<file path="src/rtl/main_memory_interface_burst.sv">
// main_memory_interface_burst
// Splits a cache-line read / writeback / flush into sequential memory beats
// of 2^BEAT_OFFSET_BITS words, reassembles read beats into a line and returns
// one MEM_RESP to the cache. Each memory response is only accepted when its
// address matches the beat currently being issued.
module main_memory_interface_burst #(
  parameter int unsigned OFFSET_BITS      = 2,
  parameter int unsigned DATA_WIDTH       = 8,
  parameter int unsigned ADDRESS_WIDTH    = 12,
  parameter int unsigned MSG_BITS         = 4,
  parameter int unsigned BEAT_OFFSET_BITS = 0
) (
  input  logic                                         clock,
  input  logic                                         reset,
  input  logic [MSG_BITS-1:0]                          cache2interface_msg,
  input  logic [ADDRESS_WIDTH-1:0]                     cache2interface_address,
  input  logic [DATA_WIDTH*(1<<OFFSET_BITS)-1:0]       cache2interface_data,
  output logic [MSG_BITS-1:0]                          interface2cache_msg,
  output logic [ADDRESS_WIDTH-1:0]                     interface2cache_address,
  output logic [DATA_WIDTH*(1<<OFFSET_BITS)-1:0]       interface2cache_data,
  input  logic [MSG_BITS-1:0]                          mem2interface_msg,
  input  logic [ADDRESS_WIDTH-1:0]                     mem2interface_address,
  input  logic [DATA_WIDTH*(1<<BEAT_OFFSET_BITS)-1:0]  mem2interface_data,
  output logic [MSG_BITS-1:0]                          interface2mem_msg,
  output logic [ADDRESS_WIDTH-1:0]                     interface2mem_address,
  output logic [DATA_WIDTH*(1<<BEAT_OFFSET_BITS)-1:0]  interface2mem_data
);

  localparam int unsigned WORDS_PER_LINE = 1 << OFFSET_BITS;
  localparam int unsigned WORDS_PER_BEAT = 1 << BEAT_OFFSET_BITS;
  localparam int unsigned LINE_W         = DATA_WIDTH * WORDS_PER_LINE;
  localparam int unsigned BEAT_W         = DATA_WIDTH * WORDS_PER_BEAT;
  localparam int unsigned BEAT_BITS      = OFFSET_BITS - BEAT_OFFSET_BITS;
  localparam int unsigned BEATS          = 1 << BEAT_BITS;
  localparam int unsigned CNT_W          = (BEAT_BITS > 0) ? BEAT_BITS : 1;

  localparam logic [MSG_BITS-1:0] NO_REQ   = MSG_BITS'(0);
  localparam logic [MSG_BITS-1:0] R_REQ    = MSG_BITS'(1);
  localparam logic [MSG_BITS-1:0] WB_REQ   = MSG_BITS'(2);
  localparam logic [MSG_BITS-1:0] FLUSH    = MSG_BITS'(3);
  localparam logic [MSG_BITS-1:0] MEM_RESP = MSG_BITS'(4);

  localparam logic [ADDRESS_WIDTH-1:0] LINE_MASK =
    {{(ADDRESS_WIDTH-OFFSET_BITS){1'b1}}, {OFFSET_BITS{1'b0}}};

  typedef enum logic [1:0] {
    S_IDLE  = 2'd0,
    S_READ  = 2'd1,
    S_WRITE = 2'd2,
    S_RESP  = 2'd3
  } state_t;

  state_t                   r_state, w_state_nxt;
  logic [CNT_W-1:0]         r_cnt, w_cnt_nxt;
  logic [ADDRESS_WIDTH-1:0] r_addr, w_addr_nxt;
  logic [LINE_W-1:0]        r_line, w_line_nxt;
  logic [MSG_BITS-1:0]      r_c_msg, w_c_msg_nxt;
  logic [ADDRESS_WIDTH-1:0] r_c_addr, w_c_addr_nxt;
  logic [LINE_W-1:0]        r_c_data, w_c_data_nxt;
  logic [MSG_BITS-1:0]      r_m_msg, w_m_msg_nxt;
  logic [ADDRESS_WIDTH-1:0] r_m_addr, w_m_addr_nxt;
  logic [BEAT_W-1:0]        r_m_data, w_m_data_nxt;

  logic [ADDRESS_WIDTH-1:0] w_cur_beat_addr;
  logic [ADDRESS_WIDTH-1:0] w_nxt_beat_addr;
  logic                     w_accept;
  logic                     w_last;

  function automatic logic [ADDRESS_WIDTH-1:0] beat_addr(
    input logic [ADDRESS_WIDTH-1:0] base,
    input logic [CNT_W-1:0]         idx
  );
    return (base & LINE_MASK) | (ADDRESS_WIDTH'(idx) << BEAT_OFFSET_BITS);
  endfunction

  assign w_cur_beat_addr = beat_addr(r_addr, r_cnt);
  assign w_nxt_beat_addr = beat_addr(r_addr, w_cnt_nxt);
  assign w_last          = (r_cnt == CNT_W'(BEATS - 1));
  // A beat is only accepted once it has actually been issued (r_m_msg set),
  // so a response left over from an earlier beat can never match.
  assign w_accept = (r_m_msg != NO_REQ) && (mem2interface_msg == MEM_RESP) &&
                    (mem2interface_address == w_cur_beat_addr);

  assign interface2cache_msg     = r_c_msg;
  assign interface2cache_address = r_c_addr;
  assign interface2cache_data    = r_c_data;
  assign interface2mem_msg       = r_m_msg;
  assign interface2mem_address   = r_m_addr;
  assign interface2mem_data      = r_m_data;

  // State, counter, line buffer and registered outputs
  always_ff @(posedge clock or negedge reset) begin
    if (!reset) begin
      r_state  <= S_IDLE;
      r_cnt    <= '0;
      r_addr   <= '0;
      r_line   <= '0;
      r_c_msg  <= NO_REQ;
      r_c_addr <= '0;
      r_c_data <= '0;
      r_m_msg  <= NO_REQ;
      r_m_addr <= '0;
      r_m_data <= '0;
    end else begin
      r_state  <= w_state_nxt;
      r_cnt    <= w_cnt_nxt;
      r_addr   <= w_addr_nxt;
      r_line   <= w_line_nxt;
      r_c_msg  <= w_c_msg_nxt;
      r_c_addr <= w_c_addr_nxt;
      r_c_data <= w_c_data_nxt;
      r_m_msg  <= w_m_msg_nxt;
      r_m_addr <= w_m_addr_nxt;
      r_m_data <= w_m_data_nxt;
    end
  end

  // Next-state, beat sequencing and next output values
  always_comb begin
    w_state_nxt  = r_state;
    w_cnt_nxt    = r_cnt;
    w_addr_nxt   = r_addr;
    w_line_nxt   = r_line;
    w_c_msg_nxt  = NO_REQ;
    w_c_addr_nxt = r_c_addr;
    w_c_data_nxt = r_c_data;
    w_m_msg_nxt  = NO_REQ;
    w_m_addr_nxt = '0;
    w_m_data_nxt = '0;

    case (r_state)
      S_IDLE: begin
        if (cache2interface_msg == R_REQ) begin
          w_addr_nxt  = cache2interface_address;
          w_cnt_nxt   = '0;
          w_state_nxt = S_READ;
        end else if ((cache2interface_msg == WB_REQ) ||
                     (cache2interface_msg == FLUSH)) begin
          w_addr_nxt  = cache2interface_address;
          w_line_nxt  = cache2interface_data;
          w_cnt_nxt   = '0;
          w_state_nxt = S_WRITE;
        end
      end

      S_READ: begin
        if (w_accept) begin
          for (int unsigned b = 0; b < BEATS; b++) begin
            if (r_cnt == CNT_W'(b)) begin
              w_line_nxt[b*BEAT_W +: BEAT_W] = mem2interface_data;
            end
          end
          if (w_last) begin
            w_state_nxt = S_RESP;
          end else begin
            w_cnt_nxt = r_cnt + CNT_W'(1);
          end
        end
        if (w_state_nxt == S_READ) begin
          w_m_msg_nxt  = R_REQ;
          w_m_addr_nxt = w_nxt_beat_addr;
        end
      end

      S_WRITE: begin
        if (w_accept) begin
          if (w_last) begin
            w_state_nxt = S_RESP;
          end else begin
            w_cnt_nxt = r_cnt + CNT_W'(1);
          end
        end
        if (w_state_nxt == S_WRITE) begin
          w_m_msg_nxt  = WB_REQ;
          w_m_addr_nxt = w_nxt_beat_addr;
          for (int unsigned b = 0; b < BEATS; b++) begin
            if (w_cnt_nxt == CNT_W'(b)) begin
              w_m_data_nxt = r_line[b*BEAT_W +: BEAT_W];
            end
          end
        end
      end

      S_RESP: begin
        w_c_msg_nxt  = MEM_RESP;
        w_c_addr_nxt = r_addr;
        w_c_data_nxt = r_line;
        // Leave only once the cache has actually seen MEM_RESP.
        if ((r_c_msg == MEM_RESP) && (cache2interface_msg == NO_REQ)) begin
          w_state_nxt = S_IDLE;
          w_c_msg_nxt = NO_REQ;
        end
      end

      default: begin
        w_state_nxt = S_IDLE;
      end
    endcase
  end

endmodule
</file>
<file path="config.mk">
export PLATFORM = sky130hd
export DESIGN_NAME = main_memory_interface_burst
export DESIGN_NICKNAME = d
export VERILOG_FILES = /design/src/rtl/main_memory_interface_burst.sv
export SDC_FILE = /design/constraint.sdc
export NUM_CORES = 1
export LEC_CHECK = 0
export CORE_MARGIN = 2
export CORE_UTILIZATION = 40
export CTS_CLUSTER_DIAMETER = 50
export DETAILED_ROUTE_END_ITERATION = 8
export GPL_ROUTABILITY_DRIVEN = 0
export PLACE_DENSITY_LB_ADDON = 0.08
export SKIP_CTS_REPAIR_TIMING = 1
export SKIP_LAST_GASP = 1
export SLEW_MARGIN = 20
export SYNTH_ARGS = -nofsm -noshare
export SYNTH_HDL_FRONTEND = slang
export SYNTH_SLANG_ARGS = --single-unit
</file>
<file path="constraint.sdc">
create_clock -name clock -period 3.4 [get_ports clock]
set_clock_uncertainty 0.15 [all_clocks]
set_input_delay 0.68 -clock clock [delete_from_list [all_inputs] [get_ports clock]]
set_output_delay 0.68 -clock clock [all_outputs]
set_load 0.02 [all_outputs]
</file>
==> results.sh <==
export IMPL_synthArstFlopShare_pct=100
export IMPL_hold_viol_final=0
export IMPL_critical_path_class="in -> reg"
export IMPL_synth_cells=439
export IMPL_post_place_ws_ns=-0.0486
export IMPL_synth_common_cells="115 x dfrtp_1, 72 x mux2_2, 34 x inv_1, 28 x o21ai_0, 19 x nand2_1"
export IMPL_postLayoutSetupSlackWorst_ns=0.345
export IMPL_rrSetupSlack_ns=0.69
export IMPL_wl_per_cell_um=17.7
export IMPL_maxCapViolCount=0
export IMPL_htree_levels=4
export IMPL_hpwl_mm=9.96
export IMPL_status="complete, no violations"
export IMPL_rr_endpoint="r_line[10]"
export IMPL_critPathRequiredTime_ns=3.57
export IMPL_synthTopCellsByArea="dfrtp_1 54%, mux2_2 15%, o21ai_0 2.7%"
export IMPL_multi_input_area_um2=2170
export IMPL_nFillCells=1099
export IMPL_seq_area_um2=2880
export IMPL_finalCritPeriodShare_pct=89.9
export IMPL_boundaryPins=146
export IMPL_clkSinkCount=115
export IMPL_globalRouteTotalUtil_pct=20.1
export IMPL_maxSlewHeadroom_pct=42.6
export IMPL_ys_types=44
export IMPL_drt_iter0_markers=198
export IMPL_tns_ns=0
export IMPL_setup_worst_path_end_class="flip-flop"
export IMPL_r2r_cells=6
export IMPL_min_path_type="in -> async"
export IMPL_vdd_drop_max_uv=320
export IMPL_grt_pass1_vias=4139
export IMPL_synth_area_um2=5290
export IMPL_layout_drive_gt1_share_pct=22.1
export IMPL_start_kind="primary input"
export IMPL_numCtsBuffers=17
export IMPL_fin_crit_ns=3.06
export IMPL_wl_mm=13.8
export IMPL_rsz0062_at_grt="false"
export IMPL_die_h_um=119
export IMPL_synth_edf_count=0
export IMPL_timing_rr_start="r_cnt[1]"
export IMPL_post_route_util_pct=57.1
export IMPL_ys_warn_count=0
export IMPL_synth_top_area_share_pct=54.4
export IMPL_avgSynthCellArea_um2=12.0
export IMPL_powerDensity_nw_per_um2=470
export IMPL_yosysTopAreaCell="dfrtp_1"
export IMPL_initial_utilization_pct=40.4
export IMPL_die_area_um2=14200
export IMPL_slew_violations=0
export IMPL_holdWs_ns=0.164
export IMPL_first_pass_iters=4
export IMPL_placed_area_um2=6920
export IMPL_setup_viol=0
export IMPL_antenna_cells=0
export IMPL_p_leak_nw=3.46
export IMPL_area_growth_pct=41.2
export IMPL_final_nets=671
export IMPL_cts_tree="yes"
export IMPL_clockBufferDepth=2
export IMPL_critPathMaxFanout=11
export IMPL_synthMostInstantiatedCell="dfrtp_1"
export IMPL_antenna_found_initial=0
export IMPL_ys_seq_area_share_pct=54.4
export IMPL_grt_max_degree=54
export IMPL_grt_pass1_wl_mm=22.0
export IMPL_vias_per_cell=5.14
export IMPL_root_buffer="clkbuf_16"
export IMPL_fmax_mhz=327
export IMPL_vias=3998
export IMPL_fp_row_count=42
export IMPL_worst_pin_slew_ns=0.856
export IMPL_core_area_um2=13100
export IMPL_design_area_um2=7470
export IMPL_overflow=0
export IMPL_clkTransAtPathRegs_ns=0.05
export IMPL_ys_ff_latch=115
export IMPL_port_buffers=140
export IMPL_clk_latency_ns=0.41
export IMPL_drc=0
export IMPL_ys_flop_type="dfrtp_1"
export IMPL_fp_dieW_um=119
export IMPL_ant_nets=0
export IMPL_arrival_ns=3.22
-- cell type report --
type                            count  share of cell area (%)
Sequential cell                   115                    38.5
Multi-Input combinational cell    269                    29.1
Timing Repair Buffer              155                    20.4
Clock buffer                       24                    6.59
Tap cell                          176                    2.95
Inverter                           34                    1.71
Clock inverter                      5                   0.704
-- placed cells by master (no fill, tap or decap), types with 4 or more instances in the layout --
cell type,count
a211oi_1,8
a21oi_1,14
a2bb2oi_1,7
a31oi_1,4
and2_1,12
buf_4,15
clkbuf_16,17
clkbuf_8,4
clkdlybuf4s50_1,139
conb_1,5
dfrtp_1,115
ha_1,4
inv_1,34
mux2_2,72
mux2_4,8
nand2_1,19
nand2b_1,8
nand3_1,4
nand4_1,4
nor2_1,6
o211ai_1,9
o21a_1,4
o21ai_0,28
o22ai_1,15
xnor2_1,11
-- kinds of logic (layout without fill, tap and decap cells) --
| logic type | Yosys count | after routing | synth area share [%] |
|---|---|---|---|
| AOI/OAI and AO/OA | 98 | 98 | 12.0 |
| xor gates and xnor gates | 11 | 11 | 1.82 |
| adders and majority gates | 5 | 5 | 1.18 |
| buffers and inverters | 59 | 218 | 4.83 |
| DFF | 115 | 115 | 54.4 |
| muxes | 82 | 82 | 18.2 |
| other | 1 | 5 | 0.0709 |
| and+or+nand+nor | 68 | 68 | 7.43 |
-- through the flow --
stage	power [mW]	cells
after floorplan	1.65	443
after global placement	1.88	749
after detailed placement	1.88	749
after CTS	3.54	778
after global routing	3.62	778
final	3.51	778
-- per-layer routing --
metal	wire length (um)	part of all wire, %	global-route usage (%)	up-vias
met5	0	0	0	-
met4	329	2.4	8.18	0
met3	823	6.0	4.79	28
met2	6860	50	33.2	171
met1	5760	42	25.5	1941
li1	-	-	-	1858
-- state kept, by name, indices dropped and copies added (netlist names) --
signal	cells
r_addr	12
interface2cache_data	32
interface2mem_msg	2
interface2mem_address	12
r_cnt	2
r_line	32
interface2cache_msg	1
interface2cache_address	12
interface2mem_data	8
r_state	2
-- worst max path at each step --
stage                         startpoint         end  depth (start not counted)
floorplan           mem2interface_msg[3]  r_line[24]                          7
global placement    mem2interface_msg[3]  r_line[11]                          8
detailed placement  mem2interface_msg[3]  r_line[10]                          7
CTS                 mem2interface_msg[3]  r_line[10]                          7
global route        mem2interface_msg[3]  r_line[10]                          7
finish              mem2interface_msg[3]  r_line[10]                          7
-- critical path: stages --
cell and delay, ns:
clkdlybuf4s50_1 0.42, nor4b_2 0.33, o21ai_1 0.11, or4_4 0.66
or3_1 0.51, a21oi_4 0.29, a2bb2oi_1 0.21
-- report_power, final --
part,leakage (nW),switching (mW),internal (mW),total (mW)
sequential,1.58,0.0492,1.44,1.49
clock,0.268,0.590,1.06,1.65
combinational,1.62,0.154,0.211,0.365
Note: power is estimated with default switching activity, not from simulation.
